### src/rtl/state_update_driver.sv
// ----------------------------------------------------------------------------
// state_update_driver
//   Clocked sequencer that drives a level-sensitive state-update latch.
//   It issues state codes S0..S3 in order. Each code is surrounded by
//   setup, pulse and hold windows on the EN strobe. The latch's Zip output
//   is captured in the first hold cycle and compared with the expected
//   decode of the issued code.
//
//   Optional feature: define STATE_UPDATE_ERRCNT_EN to enable a saturating
//   mismatch counter on err_cnt. Without it, err_cnt is tied to zero.
// ----------------------------------------------------------------------------
module state_update_driver #(
  parameter int SETUP_CYC = 1,  // cycles state is stable with en=0 before en rises
  parameter int PULSE_CYC = 2,  // cycles en is held high
  parameter int HOLD_CYC  = 1   // cycles state is held with en=0 after en falls
) (
  input  logic       clk,
  input  logic       rst_n,
  input  logic       go,
  input  logic       step,
  input  logic [1:0] zip_in,
  output logic [1:0] current_state,
  output logic       en,
  output logic       busy,
  output logic       done,
  output logic [1:0] zip_cap,
  output logic       mismatch,
  output logic [7:0] err_cnt
);

  localparam logic [1:0] ST_IDLE  = 2'd0;
  localparam logic [1:0] ST_SETUP = 2'd1;
  localparam logic [1:0] ST_PULSE = 2'd2;
  localparam logic [1:0] ST_HOLD  = 2'd3;

  // The phase counter loads (length - 1) and counts down to zero, so it
  // only needs to hold values up to the longest phase minus one.
  localparam int MAX_SP  = (SETUP_CYC > PULSE_CYC) ? SETUP_CYC : PULSE_CYC;
  localparam int MAX_CYC = (MAX_SP > HOLD_CYC) ? MAX_SP : HOLD_CYC;
  localparam int CNT_W   = (MAX_CYC > 1) ? $clog2(MAX_CYC) : 1;

  localparam logic [CNT_W-1:0] SETUP_LD = CNT_W'(SETUP_CYC - 1);
  localparam logic [CNT_W-1:0] PULSE_LD = CNT_W'(PULSE_CYC - 1);
  localparam logic [CNT_W-1:0] HOLD_LD  = CNT_W'(HOLD_CYC - 1);

  logic [1:0]       r_state;
  logic [CNT_W-1:0] r_cnt;
  logic [1:0]       r_seq_idx;
  logic [1:0]       r_cur_state;
  logic             r_en;
  logic             r_busy;
  logic             r_done;
  logic [1:0]       r_zip_cap;
  logic             r_mismatch;

  logic [1:0]       w_state_nxt;
  logic [CNT_W-1:0] w_cnt_nxt;
  logic             w_phase_end;
  logic             w_start;
  logic             w_hold_first;
  logic             w_hold_last;
  logic [1:0]       w_seq_inc;
  logic [1:0]       w_expected;
  logic             w_zip_bad;

  assign w_phase_end  = (r_cnt == '0);
  assign w_start      = (r_state == ST_IDLE) && (go || step);
  assign w_hold_first = (r_state == ST_HOLD) && (r_cnt == HOLD_LD);
  assign w_hold_last  = (r_state == ST_HOLD) && w_phase_end;
  assign w_seq_inc    = r_seq_idx + 2'd1;
  // Only S1 decodes to a non-zero Zip; every other code decodes to 00.
  assign w_expected   = (r_cur_state == 2'b01) ? 2'b11 : 2'b00;
  assign w_zip_bad    = (zip_in != w_expected);

  // Next-state and phase-counter logic for the IDLE/SETUP/PULSE/HOLD sequence.
  // NOTE: every always_comb output gets a default before the case so that no
  // path leaves it unassigned, which would otherwise infer a latch.
  always_comb begin
    w_state_nxt = r_state;
    w_cnt_nxt   = w_phase_end ? r_cnt : r_cnt - CNT_W'(1);
    case (r_state)
      ST_IDLE: begin
        if (go || step) begin
          w_state_nxt = ST_SETUP;
          w_cnt_nxt   = SETUP_LD;
        end
      end
      ST_SETUP: begin
        if (w_phase_end) begin
          w_state_nxt = ST_PULSE;
          w_cnt_nxt   = PULSE_LD;
        end
      end
      ST_PULSE: begin
        if (w_phase_end) begin
          w_state_nxt = ST_HOLD;
          w_cnt_nxt   = HOLD_LD;
        end
      end
      ST_HOLD: begin
        if (w_phase_end) begin
          if (go) begin
            w_state_nxt = ST_SETUP;
            w_cnt_nxt   = SETUP_LD;
          end else begin
            w_state_nxt = ST_IDLE;
            w_cnt_nxt   = '0;
          end
        end
      end
      default: begin
        w_state_nxt = ST_IDLE;
        w_cnt_nxt   = '0;
      end
    endcase
  end

  // Sequencer registers. en and busy are registered from the next state, so
  // the latch enable comes straight from a flop and cannot glitch.
  // NOTE: sequential state uses non-blocking assignments so that every flop
  // samples pre-edge values regardless of statement order.
  always_ff @(posedge clk or negedge rst_n) begin
    if (!rst_n) begin
      r_state     <= ST_IDLE;
      r_cnt       <= '0;
      r_seq_idx   <= 2'd0;
      r_cur_state <= 2'd0;
      r_en        <= 1'b0;
      r_busy      <= 1'b0;
      r_done      <= 1'b0;
    end else begin
      r_state <= w_state_nxt;
      r_cnt   <= w_cnt_nxt;
      r_en    <= (w_state_nxt == ST_PULSE);
      r_busy  <= (w_state_nxt != ST_IDLE);
      r_done  <= w_hold_last;
      if (w_hold_last) begin
        r_seq_idx <= w_seq_inc;
      end
      // The state code only moves on entry to SETUP, never during PULSE/HOLD.
      if (w_start) begin
        r_cur_state <= r_seq_idx;
      end else if (w_hold_last && go) begin
        r_cur_state <= w_seq_inc;
      end
    end
  end

  // Capture the latch output in the first HOLD cycle and flag a wrong decode.
  always_ff @(posedge clk or negedge rst_n) begin
    if (!rst_n) begin
      r_zip_cap  <= 2'b00;
      r_mismatch <= 1'b0;
    end else if (w_hold_first) begin
      r_zip_cap  <= zip_in;
      r_mismatch <= w_zip_bad;
    end
  end

`ifdef STATE_UPDATE_ERRCNT_EN
  logic [7:0] r_err_cnt;

  // Saturating count of captures that disagreed with the expected decode.
  always_ff @(posedge clk or negedge rst_n) begin
    if (!rst_n) begin
      r_err_cnt <= 8'h00;
    end else if (w_hold_first && w_zip_bad && (r_err_cnt != 8'hFF)) begin
      r_err_cnt <= r_err_cnt + 8'h01;
    end
  end

  assign err_cnt = r_err_cnt;
`else
  assign err_cnt = 8'h00;
`endif

  assign current_state = r_cur_state;
  assign en            = r_en;
  assign busy          = r_busy;
  assign done          = r_done;
  assign zip_cap       = r_zip_cap;
  assign mismatch      = r_mismatch;

endmodule

### config.mk
export PLATFORM = sky130hd
export DESIGN_NAME = state_update_driver
export DESIGN_NICKNAME = d
export VERILOG_FILES = /design/src/rtl/state_update_driver.sv
export SDC_FILE = /design/constraint.sdc
export NUM_CORES = 1
export LEC_CHECK = 0
export ABC_AREA = 1
export CAP_MARGIN = 5
export CORE_MARGIN = 10
export CORE_UTILIZATION = 42
export DETAILED_ROUTE_END_ITERATION = 6
export PLACE_DENSITY = 0.78
export SYNTH_ARGS = -nofsm -noshare
export SYNTH_HDL_FRONTEND = slang
export SYNTH_SLANG_ARGS = --single-unit
### constraint.sdc
create_clock -name clk -period 1.6 [get_ports clk]
set_clock_uncertainty 0.2 [all_clocks]
set_input_delay 0.24 -clock clk [delete_from_list [all_inputs] [get_ports clk]]
set_output_delay 0.24 -clock clk [all_outputs]
set_load 0.005 [all_outputs]
# After elaboration in Yosys (flattened, before gate mapping)
# Cells that the tools add are included.
[classes] muxes=14 addsub=2 reduce_logical=8 n_bitwise=1 eq_ne=6
[op_table] op="two-way mux 2 bit" count=7
[op_table] op="one-hot mux 2 bit (4 select lines)" count=1
[op_table] op="== test 2 bit, second input constant" count=3
[op_table] op="two-way mux 1 bit" count=5
[op_table] op="== test 2 x 1 -> 1 bit, second input constant" count=2
[op_table] op="nonzero test 2 bit" count=2
[op_table] op="logical AND 1 bit" count=3
[op_table] op="one-hot mux 1 bit (3 select lines)" count=1
[op_table] op="adder 2 x 1 -> 2 bit, second input constant" count=1
[op_table] op="logical NOT 2 bit" count=1
[op_table] op="!= test 2 bit" count=1
[op_table] op="OR reduction 2 bit" count=1
[op_table] op="logical OR 1 bit" count=1
[op_table] op="inverter 1 bit" count=1
[op_table] op="subtractor 1 bit, second input constant" count=1
[totals] reg_bits=13 in_bits=6 elab_cells=40 output_inout_bits=16

# Longest topological paths before layout
# Gate-level depths: netlist of the first run.
[depth] word_depth=5 ltp_mapped=6 depth_no_buf=6

# Worst setup path after synthesis of the first run
# OpenSTA, ideal clock, no wires.
[synth_path] path_type="reg2reg" startpoint="register r_state[0]" endpoint="register r_cur_state[0], in the netlist current_state[0]" arrival_ns=0.875 synth_period_minus_slack_ns=1.140 path_buffers=0 path_stages_with_launch=6 required_time_ns=1.335 setup_slack_ns=0.460 setup_time_ns=0.065 path_cell_list="dfrtp_1 > nor2_2 > nand2_2 > nand2_1 > nand3_1 > nand2_1"
[synth_between] elab_chain_len=4 word_cells_on_any_way=7 cone_classes="1 x eq/ne; 1 x mux; 5 x reduce/logical"
[synth_rtl] element="start: declaration" line="46" source="logic [1:0] r_state;"
[synth_rtl] element="start signal: assignment" line="132" source="r_state <= w_state_nxt;"
[synth_rtl] element="== test 2 bit" line="69" source="assign w_hold_last = (r_state == ST_HOLD) && w_phase_end;"
[synth_rtl] element="logical AND 1 bit" line="69"
[synth_rtl] element="logical AND 1 bit" line="143" source="end else if (w_hold_last && go) begin"
[synth_rtl] element="nonzero test 2 bit (no source line)"
[synth_rtl] element="end signal: assignment" line="142" source="r_cur_state <= r_seq_idx;"
[synth_rtl] element="end signal: assignment" line="144" source="r_cur_state <= w_seq_inc;"
[synth_rtl] element="end: declaration" line="49" source="logic [1:0] r_cur_state;"
# Several ways; a longest one is shown, not always the timed one.
# A chain may end at the register's enable or synchronous reset.

# Worst setup path in the final report of the first run
[layout_path] startpoint="register r_done, in the netlist done" endpoint="output done"
[layout_lines] element="start: declaration" line="52" source="logic r_done;"
[layout_lines] element="start signal: assignment" line="136" source="r_done <= w_hold_last;"
[layout_lines] element="end: declaration" line="25" source="output logic done,"
# No word-level cell between the ends.

==> results.md, run 1 <==
## Synth
- number of warning messages in the yosys log: 0
- Mapped Area: 628 sq um
- top post-synthesis cells by area: dfrtp_1 52%, nand2_1 14%, buf_4 9.6%, nand3_1 8.0%, inv_1 4.8%
- number of synthesized register bits: 13
- Yosys cell types: 14
- sequential area share after synthesis: 0.518
- instance count of the mapped netlist: 76
- Mapped Avg Cell Area: 8.26 sq um
- most frequent cells after synthesis: 23 x nand2_1, 13 x dfrtp_1, 10 x nand3_1, 8 x buf_4, 8 x inv_1
- most used flip-flop cell after synthesis: dfrtp_1
- proportion of synthesized flip-flops having asynchronous set or reset: 1.00
- fraction of post-synthesis cell area in the top cell type by area: 0.518
- EDFF count, synth: 0
- most common cell in the netlist: nand2_1
- leading area contributor after synthesis: dfrtp_1

## Layout
- area taken by flip-flops and latches: 325 sq um
- number of non-filler instances in the completed layout: 111
- Area Overhead vs Synth: 29.3%
- area of combinational cells with multiple inputs: 235 sq um
- antenna diode count: 0
- Layout Utilization: 0.601
- layout filler cell count: 118
- Post-layout nets: 103
- share of post-route cells with drive strength above 1: 0.115

## Power
- Power per Cell Area: 1940 nW/um^2
- worst voltage drop across the vdd grid: 1.00 mV
- overall power: 1580 uW
- Reg power frac: 0.386
- net switching power: 628 uW
- cell-internal power: 948 uW
- P_leak: 0.000479 uW
- part of the total power dissipated in combinational logic: 0.482
- part of the power in the clock network: 0.132
- net switching fraction of the power: 0.398

## Placement
- number of port buffers: 13
- Place WS: 0.116 ns
- HPWL reported at the end of detailed placement: 1040 um
- cell count after placement: 104
- GPL Wtd Cong: 0.833

## Run status
- run status: finished, final reports clean

## Die
- number of ports placed on the die boundary: 22
- DIE AREA: 3440 sq um
- number of placement rows: 13
- area of the core: 1350 sq um
- Starting Density: 0.465
- die width: 58.7 um
- vertical die dimension: 58.7 um

## Worst hold path
- type of the tightest min-delay check: in2async

## Critical path
- endpoint kind of the worst setup timing path: output pin
- classification of the worst setup path: reg2out
- maximum single-stage delay on the critical path: 0.51 ns
- cell type of the slowest stage on the worst timing path: clkdlybuf4s50_1
- startpoint type of the worst setup path: register
- worst-case register-to-register setup slack: 0.28 ns
- critical path required time: 1.16 ns
- number of cell instances on the worst register-to-register path: 4
- list of cells traversed by the critical path: clkdlybuf4s50_1
- cell family contributing the most delay on the critical path: buffers and inverters
- Buf+Inv Stages, Crit Path: 1
- Max FO, Critical Path: 1
- endpoint of the most critical register-to-register path: busy$_DFF_PN0_
- worst r2r src: r_cnt$_DFF_PN0_
- Arrival @ worst endpoint: 1.13 ns

## Routing
- wire length per cell: 12.7 um
- DRC marker count from the first detailed-route iteration: 1
- residual DRC count: 0
- remaining antenna violation count: 0
- Detailed Route WL: 1410 um
- Detailed Routing Iterations Pass 1: 4
- number of vias in the routed layout: 518
- detail-routed via count per cell: 4.67

## Clocking
- depth of the CTS H-tree: 1
- hold_buf cts: 0
- clock-pin slew on the worst setup and hold paths: 0.08 ns
- sink count of the clock tree: 13
- master cell of the clock root buffer: clkbuf_4
- insertion delay of the later-clocked pin in the worst-skew pair: 0.28 ns
- TritonCTS clock tree: done
- total clock buffers created by CTS: 3
- Bufs on Longest Clock Path: 2

## Global route
- initial antenna violation count: 0
- number of global-route vias before repair: 520
- total track usage: 0.0825
- maximum number of pins on one net before global-route repair: 14
- global-route wire length before repair: 2300 um
- grt ovf: 0

## Timing
- period utilisation layout: 0.979
- max-slew violation total from the final report: 0
- FMAX: 0.638 GHz
- count of final setup violators: 0
- crit path setup slack, layout: 0.0331 ns
- final critical delay including setup and external delays: 1.57 ns
- Fin Setup TNS: 0 ns
- count of final hold-check violations: 0

## Run
- max capacitance violation total: 0

worst max-delay path by stage:
stage	end	from	depth (start not counted)	slack, ns
after detailed placement	en$_DFF_PN0_	go	6	0.12
final	done	done$_DFF_PN0_	1	0.03
after global placement	en$_DFF_PN0_	go	6	0.14
after global routing	done	done$_DFF_PN0_	1	-0.0006
after CTS	zip_cap[1]	zip_cap[1]$_DFFE_PN0P_	1	0.003
after floorplan	current_state[0]$_DFFE_PN0P_	r_state[0]$_DFF_PN0_	5	0.46
routing by layer:
metal  vias to the layer above  global-route usage  wire [um]
met5                         -                   0          0
met4                         0              0.0295         19
met3                         3              0.0408        168
met2                        17               0.149        669
met1                       235              0.0790        554
li1                        263                   -          -
timing repair:
action                     in CTS  in global routing
resized for setup               0                  5
setup endpoints to repair       2                  5
buffers inserted                2                  1
per-stage QoR:
step                      hold slack [ns]  area (sq um)
final                              0.0520           812
after global routing               0.0807           812
after CTS                          0.0654           792
after detailed placement            0.269           751
after global placement              0.265           751
after floorplan                    -0.256           654
cell usage in the layout (no fill, tap or decap):
cell type,count
nand4_1,2
nor2_1,4
nand3_1,10
dfrtp_1,13
nor2_2,1
o21ai_0,2
inv_1,8
buf_4,4
conb_1,8
clkbuf_1,1
nand2_2,1
inv_2,1
xor2_1,1
nand2_1,23
clkdlybuf4s50_1,8
clkbuf_4,3
dlymetal6s2s_1,5
nand3_2,1
state kept, by name (all words and copies together), names as in the netlist:
| register | flops |
|---|---|
| busy | 1 |
| current_state | 2 |
| done | 1 |
| en | 1 |
| mismatch | 1 |
| r_cnt | 1 |
| r_seq_idx | 2 |
| r_state | 2 |
| zip_cap | 2 |
final cells by class:
class	count	share of cell area
sequential	13	0.401
multi-input combinational	53	0.290
timing repair buffer	17	0.213
inverter	9	0.0416
clock buffer	4	0.0324
tap	15	0.0231
power groups by stage:
stage	Combinational, uW	Clock (uW)	Sequential [uW]
floorplan	420	0	614
global placement	692	0	616
detailed placement	712	0	622
CTS	764	207	609
global route	866	224	634
finish	759	208	609
worst register-to-register path, stage by stage, from the launching register on:
cell and delay [ns]:
dfrtp_1 0.38, inv_1 0.14, nand3_2 0.21, nand2_1 0.19, nand4_1 0.09
cells by family (layout without fill, tap and decap cells):
group	after synthesis	after routing	share of synthesized area
buf+inv	17	30	0.149
xor+xnor	1	1	0.0139
simple gates	42	42	0.297
flops	13	13	0.518
compound gates	2	2	0.0159
other cells	1	8	0.00597
Note: power is estimated with default switching activity, not from simulation.
==> inputs of run 2 (changes only) <==
--- a/config.mk
+++ b/config.mk
@@ -5,12 +5,12 @@
 export SDC_FILE = /design/constraint.sdc
 export NUM_CORES = 1
 export LEC_CHECK = 0
-export ABC_AREA = 1
 export CAP_MARGIN = 5
 export CORE_MARGIN = 10
 export CORE_UTILIZATION = 42
 export DETAILED_ROUTE_END_ITERATION = 6
-export PLACE_DENSITY = 0.78
+export PLACE_DENSITY = 0.79
+export SLEW_MARGIN = 10
 export SYNTH_ARGS = -nofsm -noshare
 export SYNTH_HDL_FRONTEND = slang
 export SYNTH_SLANG_ARGS = --single-unit
==> run 2 against run 1 <==
Sequential power is 3.9% higher; wire length decreased by 14%; via count decreased by 12%; count of clock-buffer cells in the layout stayed put; critical path type unchanged; largest cell class unchanged.
==> results.md, run 2 <==
## Routing
- number of vias in the routed layout: 456, -12%
- residual DRC count: 0, unchanged
- Detailed Routing Iterations Pass 1: 3, -1
- DRC marker count from the first detailed-route iteration: 2, +1
- detail-routed via count per cell: 4.75, +1.8%
- remaining antenna violation count: 0, unchanged
- Detailed Route WL: 1210 um, -14%
- wire length per cell: 12.6 um, -0.76%

## Clocking
- Bufs on Longest Clock Path: 2, unchanged
- depth of the CTS H-tree: 1, unchanged
- master cell of the clock root buffer: clkbuf_4
- total clock buffers created by CTS: 3, unchanged
- sink count of the clock tree: 13, unchanged
- TritonCTS clock tree: done
- insertion delay of the later-clocked pin in the worst-skew pair: 0.27 ns, about the same
- clock-pin slew on the worst setup and hold paths: 0.08 ns, about the same
- hold_buf cts: 0, unchanged

## Placement
- number of port buffers: 13, unchanged
- GPL Wtd Cong: 0.765, -8.1%
- cell area after placement: 738 sq um, -1.7%
- HPWL reported at the end of detailed placement: 904 um, -13%

## Synth
- sequential area share after synthesis: 0.532, +0.0138
- most frequent cells after synthesis: 13 x dfrtp_1, 12 x nand2_1, 8 x buf_4, 4 x nor2_1, 3 x xnor2_1
- Mapped Avg Cell Area: 10.2 sq um, +23%
- instance count of the mapped netlist: 60, -21%
- fraction of post-synthesis cell area in the top cell type by area: 0.532, +0.0138
- Yosys cell types: 22, +8
- most used flip-flop cell after synthesis: dfrtp_1
- leading area contributor after synthesis: dfrtp_1
- proportion of synthesized flip-flops having asynchronous set or reset: 1.00, unchanged
- most common cell in the netlist: dfrtp_1
- top post-synthesis cells by area: dfrtp_1 53%, buf_4 9.8%, nand2_1 7.4%, xnor2_1 4.3%, a211oi_1 2.5%
- EDFF count, synth: 0, unchanged
- Mapped Area: 612 sq um, -2.6%
- number of warning messages in the yosys log: 0, unchanged
- number of synthesized register bits: 13, unchanged

## Power
- worst voltage drop across the vdd grid: 0.817 mV, -18%
- P_leak: 0.000400 uW, -16%
- overall power: 1530 uW, -2.6%
- Power per Cell Area: 1890 nW/um^2, -2.6%

## Die
- number of placement rows: 13, unchanged
- Starting Density: 0.459, -0.00652
- die width: 58.2 um, -0.86%
- area of the core: 1330 sq um, -1.2%
- vertical die dimension: 58.2 um, -0.86%
- number of ports placed on the die boundary: 22, unchanged
- DIE AREA: 3380 sq um, -1.7%

## Timing
- period utilisation layout: 0.983, +0.00368
- FMAX: 0.636 GHz, -0.37%
- count of final setup violators: 0, unchanged
- count of final hold-check violations: 0, unchanged
- max-slew violation total from the final report: 0, unchanged
- final critical delay including setup and external delays: 1.57 ns, +0.00589 ns

## Global route
- number of global-route vias before repair: 485, -6.7%
- grt ovf: 0, unchanged
- global-route wire length before repair: 1970 um, -14%
- maximum number of pins on one net before global-route repair: 14, unchanged
- total track usage: 0.0720, -0.0105
- initial antenna violation count: 0, unchanged

## Critical path
- list of cells traversed by the critical path: clkdlybuf4s50_1
- maximum single-stage delay on the critical path: 0.51 ns, about the same
- startpoint type of the worst setup path: register
- cell type of the slowest stage on the worst timing path: clkdlybuf4s50_1
- cell family contributing the most delay on the critical path: buffers and inverters
- Max FO, Critical Path: 2, +1
- Arrival @ worst endpoint: 1.13 ns, about the same
- critical path required time: 1.16 ns, about the same
- Buf+Inv Stages, Crit Path: 1, unchanged
- endpoint kind of the worst setup timing path: output pin
- classification of the worst setup path: reg2out

## Layout
- top library cells by usage in the layout, fill and taps aside: 12 x nand2_1, 11 x dfrtp_1, 10 x clkdlybuf4s50_1
- share of post-route cells with drive strength above 1: 0.198, +0.0829
- Post-layout nets: 88, -15%
- final design instance area without fill: 812 sq um, unchanged
- Layout Utilization: 0.609, +0.00733
- Area Overhead vs Synth: 32.7%
- most common library cell in the layout ignoring fill and taps: nand2_1
- layout filler cell count: 122, +3.4%
- antenna diode count: 0, unchanged

## Run
- max capacitance violation total: 0, unchanged

## Run status
- run status: finished, final reports clean

## Worst hold path
- type of the tightest min-delay check: in2async

-- run 2: cell count changes after synthesis, sizes merged, moves of 2 or more --
| cell | change |
|---|---|
| inv | -7 |
| xnor2 | +3 |
| or3 | +2 |
| nand3 | -11 |
| a211oi | +2 |
| nand2 | -12 |
| nand4 | -2 |
-- run 2: cells by family (layout without fill, tap and decap cells) --
logic type | after synthesis | after routing | synth area share
flip-flops | 13 | 13 | 0.532
AND/OR/NAND/NOR | 23 | 23 | 0.182
XOR/XNOR | 3 | 3 | 0.0430
buffers and inverters | 11 | 25 | 0.129
other | 1 | 8 | 0.00613
AO/OA/AOI/OAI | 9 | 9 | 0.108
-- run 2: metrics by stage --
step           TNS [ns]  worst slack, ns  hold slack [ns]  std cells
2_1_floorplan         0            0.106           -0.256         67
3_3_place_gp     -0.443           -0.161            0.257         89
3_5_place_dp     -0.498           -0.195            0.261         89
4_1_cts               0          0.00569           0.0715         95
5_1_grt        -0.00201         -0.00201           0.0990         96
6_report              0           0.0272           0.0674         96
-- run 2: where the power goes --
group          switching (uW)  internal [uW]
sequential                138            495
clock                     101           96.5
combinational             291            414
total                     530           1000
-- run 2: metal layers --
layer  share of wire  vias to the layer above  global-route usage
met3            0.10                        2              0.0458
li1                -                      228                   -
met2            0.42                       18               0.103
met4          0.0099                        0              0.0336
met1            0.46                      208              0.0819
met5               0                        -                   0
-- run 2: worst paths after layout --
path	from	end	slack, ns	depth (start not counted)
hold reg to reg	zip_cap[0]$_DFFE_PN0P_	zip_cap[0]$_DFFE_PN0P_	0.27	2
setup / recovery	current_state[1]$_DFFE_PN0P_	current_state[1]	0.03	1
max in group asynchronous	rst_n	r_state[1]$_DFF_PN0_	0.95	2
hold / removal	rst_n	zip_cap[1]$_DFFE_PN0P_	0.07	2
setup reg to reg	r_state[0]$_DFF_PN0_	busy$_DFF_PN0_	0.06	4
min in group clk	zip_cap[0]$_DFFE_PN0P_	zip_cap[0]$_DFFE_PN0P_	0.27	2
-- run 2: timing repair --
action                                  4_1_cts  5_1_grt
endpoints found under the setup margin        2        6
setup buffers                                 2        1
resized for setup                             0        8
-- run 2: layout make-up --
class | instances | area, sq um | area share
clock buffers | 4 | 26.3 | 0.0324
inverters | 2 | 7.51 | 0.00924
multi-input cells | 43 | 249 | 0.307
flip-flops and latches | 13 | 328 | 0.404
well taps | 15 | 18.8 | 0.0231
repair buffers | 19 | 183 | 0.225
==> inputs of run 3 (changes only) <==
--- a/config.mk
+++ b/config.mk
@@ -6,11 +6,11 @@
 export NUM_CORES = 1
 export LEC_CHECK = 0
 export CAP_MARGIN = 5
-export CORE_MARGIN = 10
-export CORE_UTILIZATION = 42
+export CORE_AREA = 10 10 47 49
 export DETAILED_ROUTE_END_ITERATION = 6
-export PLACE_DENSITY = 0.79
-export SLEW_MARGIN = 10
+export DIE_AREA = 0 0 57 59
+export DONT_BUFFER_PORTS = 1
+export PLACE_DENSITY = 0.64
 export SYNTH_ARGS = -nofsm -noshare
 export SYNTH_HDL_FRONTEND = slang
 export SYNTH_SLANG_ARGS = --single-unit
==> run 3 against run 2 <==
Die area is 0.60% lower; design area shrank 16%; critical path depth increased by 3; first-iteration DRC count rose to 2.5 times the previous value; via count is 8.1% lower; wire length decreased by 3.1%; worst setup slack improved by 0.030 ns; sequential cell count unchanged; count of clock-buffer cells in the layout did not move; global-route usage rose by 0.16 points; combinational power fell by 30%; final cell count down 11%; largest cell class unchanged; largest power group is now registers.
==> results.md, run 3 (synthesis results as in run 2) <==
## Routing
- residual DRC count: 0, unchanged
- number of vias in the routed layout: 419, -8.1%
- DRC marker count from the first detailed-route iteration: 5, +3
- Detailed Route WL: 1170 um, -3.1%
- remaining antenna violation count: 0, unchanged
- wire length per cell: 13.8 um, +9.5%
- Detailed Routing Iterations Pass 1: 3, unchanged
- detail-routed via count per cell: 4.93, +3.8%

## Layout
- Post-layout nets: 76, -14%
- antenna diode count: 0, unchanged
- share of post-route cells with drive strength above 1: 0.159, -0.0381
- layout filler cell count: 133, +9.0%
- area taken by flip-flops and latches: 327 sq um, -0.38%
- final design instance area without fill: 686 sq um, -16%
- Area Overhead vs Synth: 12.1%
- top library cells by usage in the layout, fill and taps aside: 12 x nand2_1, 12 x dfrtp_1, 8 x conb_1
- area of combinational cells with multiple inputs: 243 sq um, -2.5%

## Worst hold path
- type of the tightest min-delay check: in2reg
- Hold Path Sink: current_state[0]$_DFFE_PN0P_
- origin of the worst min-delay path: go
- count of cells along the worst hold path: 3

## Clocking
- master cell of the clock root buffer: clkbuf_4
- clock-pin slew on the worst setup and hold paths: 0.07 ns, about the same
- total clock buffers created by CTS: 3, unchanged
- insertion delay of the later-clocked pin in the worst-skew pair: 0.26 ns, about the same
- sink count of the clock tree: 13, unchanged
- TritonCTS clock tree: done
- depth of the CTS H-tree: 1, unchanged
- Bufs on Longest Clock Path: 2, unchanged

## Placement
- Place WS: 0.0680 ns, +0.263 ns
- cell area after placement: 609 sq um, -17%
- GPL Wtd Cong: 0.707, -7.6%
- HPWL reported at the end of detailed placement: 924 um, +2.1%
- number of port buffers: 0, -13

## Critical path
- classification of the worst setup path: reg2reg
- endpoint kind of the worst setup timing path: register
- Max FO, Critical Path: 6, +4
- worst-case register-to-register setup slack: 0.06 ns, about the same
- cell type of the slowest stage on the worst timing path: dfrtp_2
- startpoint type of the worst setup path: register
- endpoint of the most critical register-to-register path: busy$_DFF_PN0_
- maximum single-stage delay on the critical path: 0.45 ns, -0.06 ns
- list of cells traversed by the critical path: or3_4, a21oi_2, nor2_1, or2_1
- worst r2r src: r_state[0]$_DFF_PN0_
- number of cell instances on the worst register-to-register path: 4, unchanged
- Arrival @ worst endpoint: 1.49 ns, +0.36 ns
- critical path required time: 1.55 ns, +0.39 ns

## Timing
- max-slew violation total from the final report: 0, unchanged
- RSZ-0062 raised after global routing: no
- final critical delay including setup and external delays: 1.54 ns, -0.0305 ns
- WHS: 0.0114 ns, -0.0560 ns
- measured slew at the worst slew-check pin: 0.575 ns
- Fin Setup TNS: 0 ns, unchanged
- FMAX: 0.648 GHz, +2.0%
- max_slew headroom: 0.615
- crit path setup slack, layout: 0.0577 ns, +0.0305 ns
- count of final setup violators: 0, unchanged
- count of final hold-check violations: 0, unchanged
- period utilisation layout: 0.964, -0.0191

## Die
- area of the core: 1400 sq um, +5.1%
- number of placement rows: 14, +1
- number of ports placed on the die boundary: 22, unchanged
- vertical die dimension: 59 um, +1.4%
- DIE AREA: 3360 sq um, -0.60%
- Starting Density: 0.437, -0.0221
- die width: 57 um, -2.0%

## Run status
- run status: finished, final reports clean

## Power
- net switching fraction of the power: 0.367, +0.0214
- worst voltage drop across the vdd grid: 0.645 mV, -21%
- Reg power frac: 0.489, +0.076
- P_leak: 0.000326 uW, -19%
- net switching power: 489 uW, -7.8%
- part of the total power dissipated in combinational logic: 0.369, -0.090
- part of the power in the clock network: 0.142, +0.013
- overall power: 1330 uW, -13%
- cell-internal power: 844 uW, -16%
- Power per Cell Area: 1940 nW/um^2, +2.8%

## Global route
- global-route wire length before repair: 2010 um, +2.1%
- number of global-route vias before repair: 460, -5.2%
- maximum number of pins on one net before global-route repair: 14, unchanged
- total track usage: 0.0736, +0.00163
- initial antenna violation count: 0, unchanged
- grt ovf: 0, unchanged

## Run
- max capacitance violation total: 0, unchanged

-- run 3: metrics by stage --
step / instances / util
floorplan: 67 / -
global placement: 77 / 0.435
detailed placement: 77 / 0.435
CTS: 85 / 0.482
global route: 85 / 0.489
finish: 85 / 0.489
-- run 3: layout make-up --
| type | count | share of cell area |
|---|---|---|
| well taps | 16 | 0.0292 |
| inverters | 2 | 0.0109 |
| multi-input cells | 43 | 0.354 |
| repair buffers | 7 | 0.0912 |
| flip-flops and latches | 13 | 0.476 |
| clock buffers | 4 | 0.0383 |
-- run 3: how the worst max path moves through the flow --
stage                         startpoint                      endpoint
floorplan           r_state[1]$_DFF_PN0_                busy$_DFF_PN0_
global placement    r_state[0]$_DFF_PN0_                busy$_DFF_PN0_
detailed placement  r_state[0]$_DFF_PN0_                busy$_DFF_PN0_
CTS                 r_state[0]$_DFF_PN0_                busy$_DFF_PN0_
global route        r_state[0]$_DFF_PN0_  current_state[0]$_DFFE_PN0P_
finish              r_state[0]$_DFF_PN0_                busy$_DFF_PN0_
-- run 3: critical path: cells and delay by family (launching register included) --
family | cells | cell delay (ns)
compound gates | 1 | 0.12
flops | 1 | 0.45
simple gates | 3 | 0.66
-- run 3: metal layers --
metal	global-route usage	part of all wire	vias to the layer above	wire length [um]
li1	-	-	203	-
met1	0.0815	0.42	197	492
met3	0.0236	0.092	2	108
met5	0	0	-	0
met2	0.113	0.47	17	550
met4	0.0604	0.020	0	23
-- run 3: timing repair --
action | CTS | global route
buffers inserted | 0 | 0
hold endpoints to repair | 16 | 0
resized for setup | 0 | 3
setup endpoints to repair | 0 | 2
hold buffers | 4 | 0
-- run 3: power groups by stage --
stage               sequential [uW]  clock, uW  combinational [uW]
floorplan                       605          0                 398
global placement                657          0                 452
detailed placement              659          0                 465
CTS                             652        199                 481
global route                    682        216                 563
finish                          652        190                 491
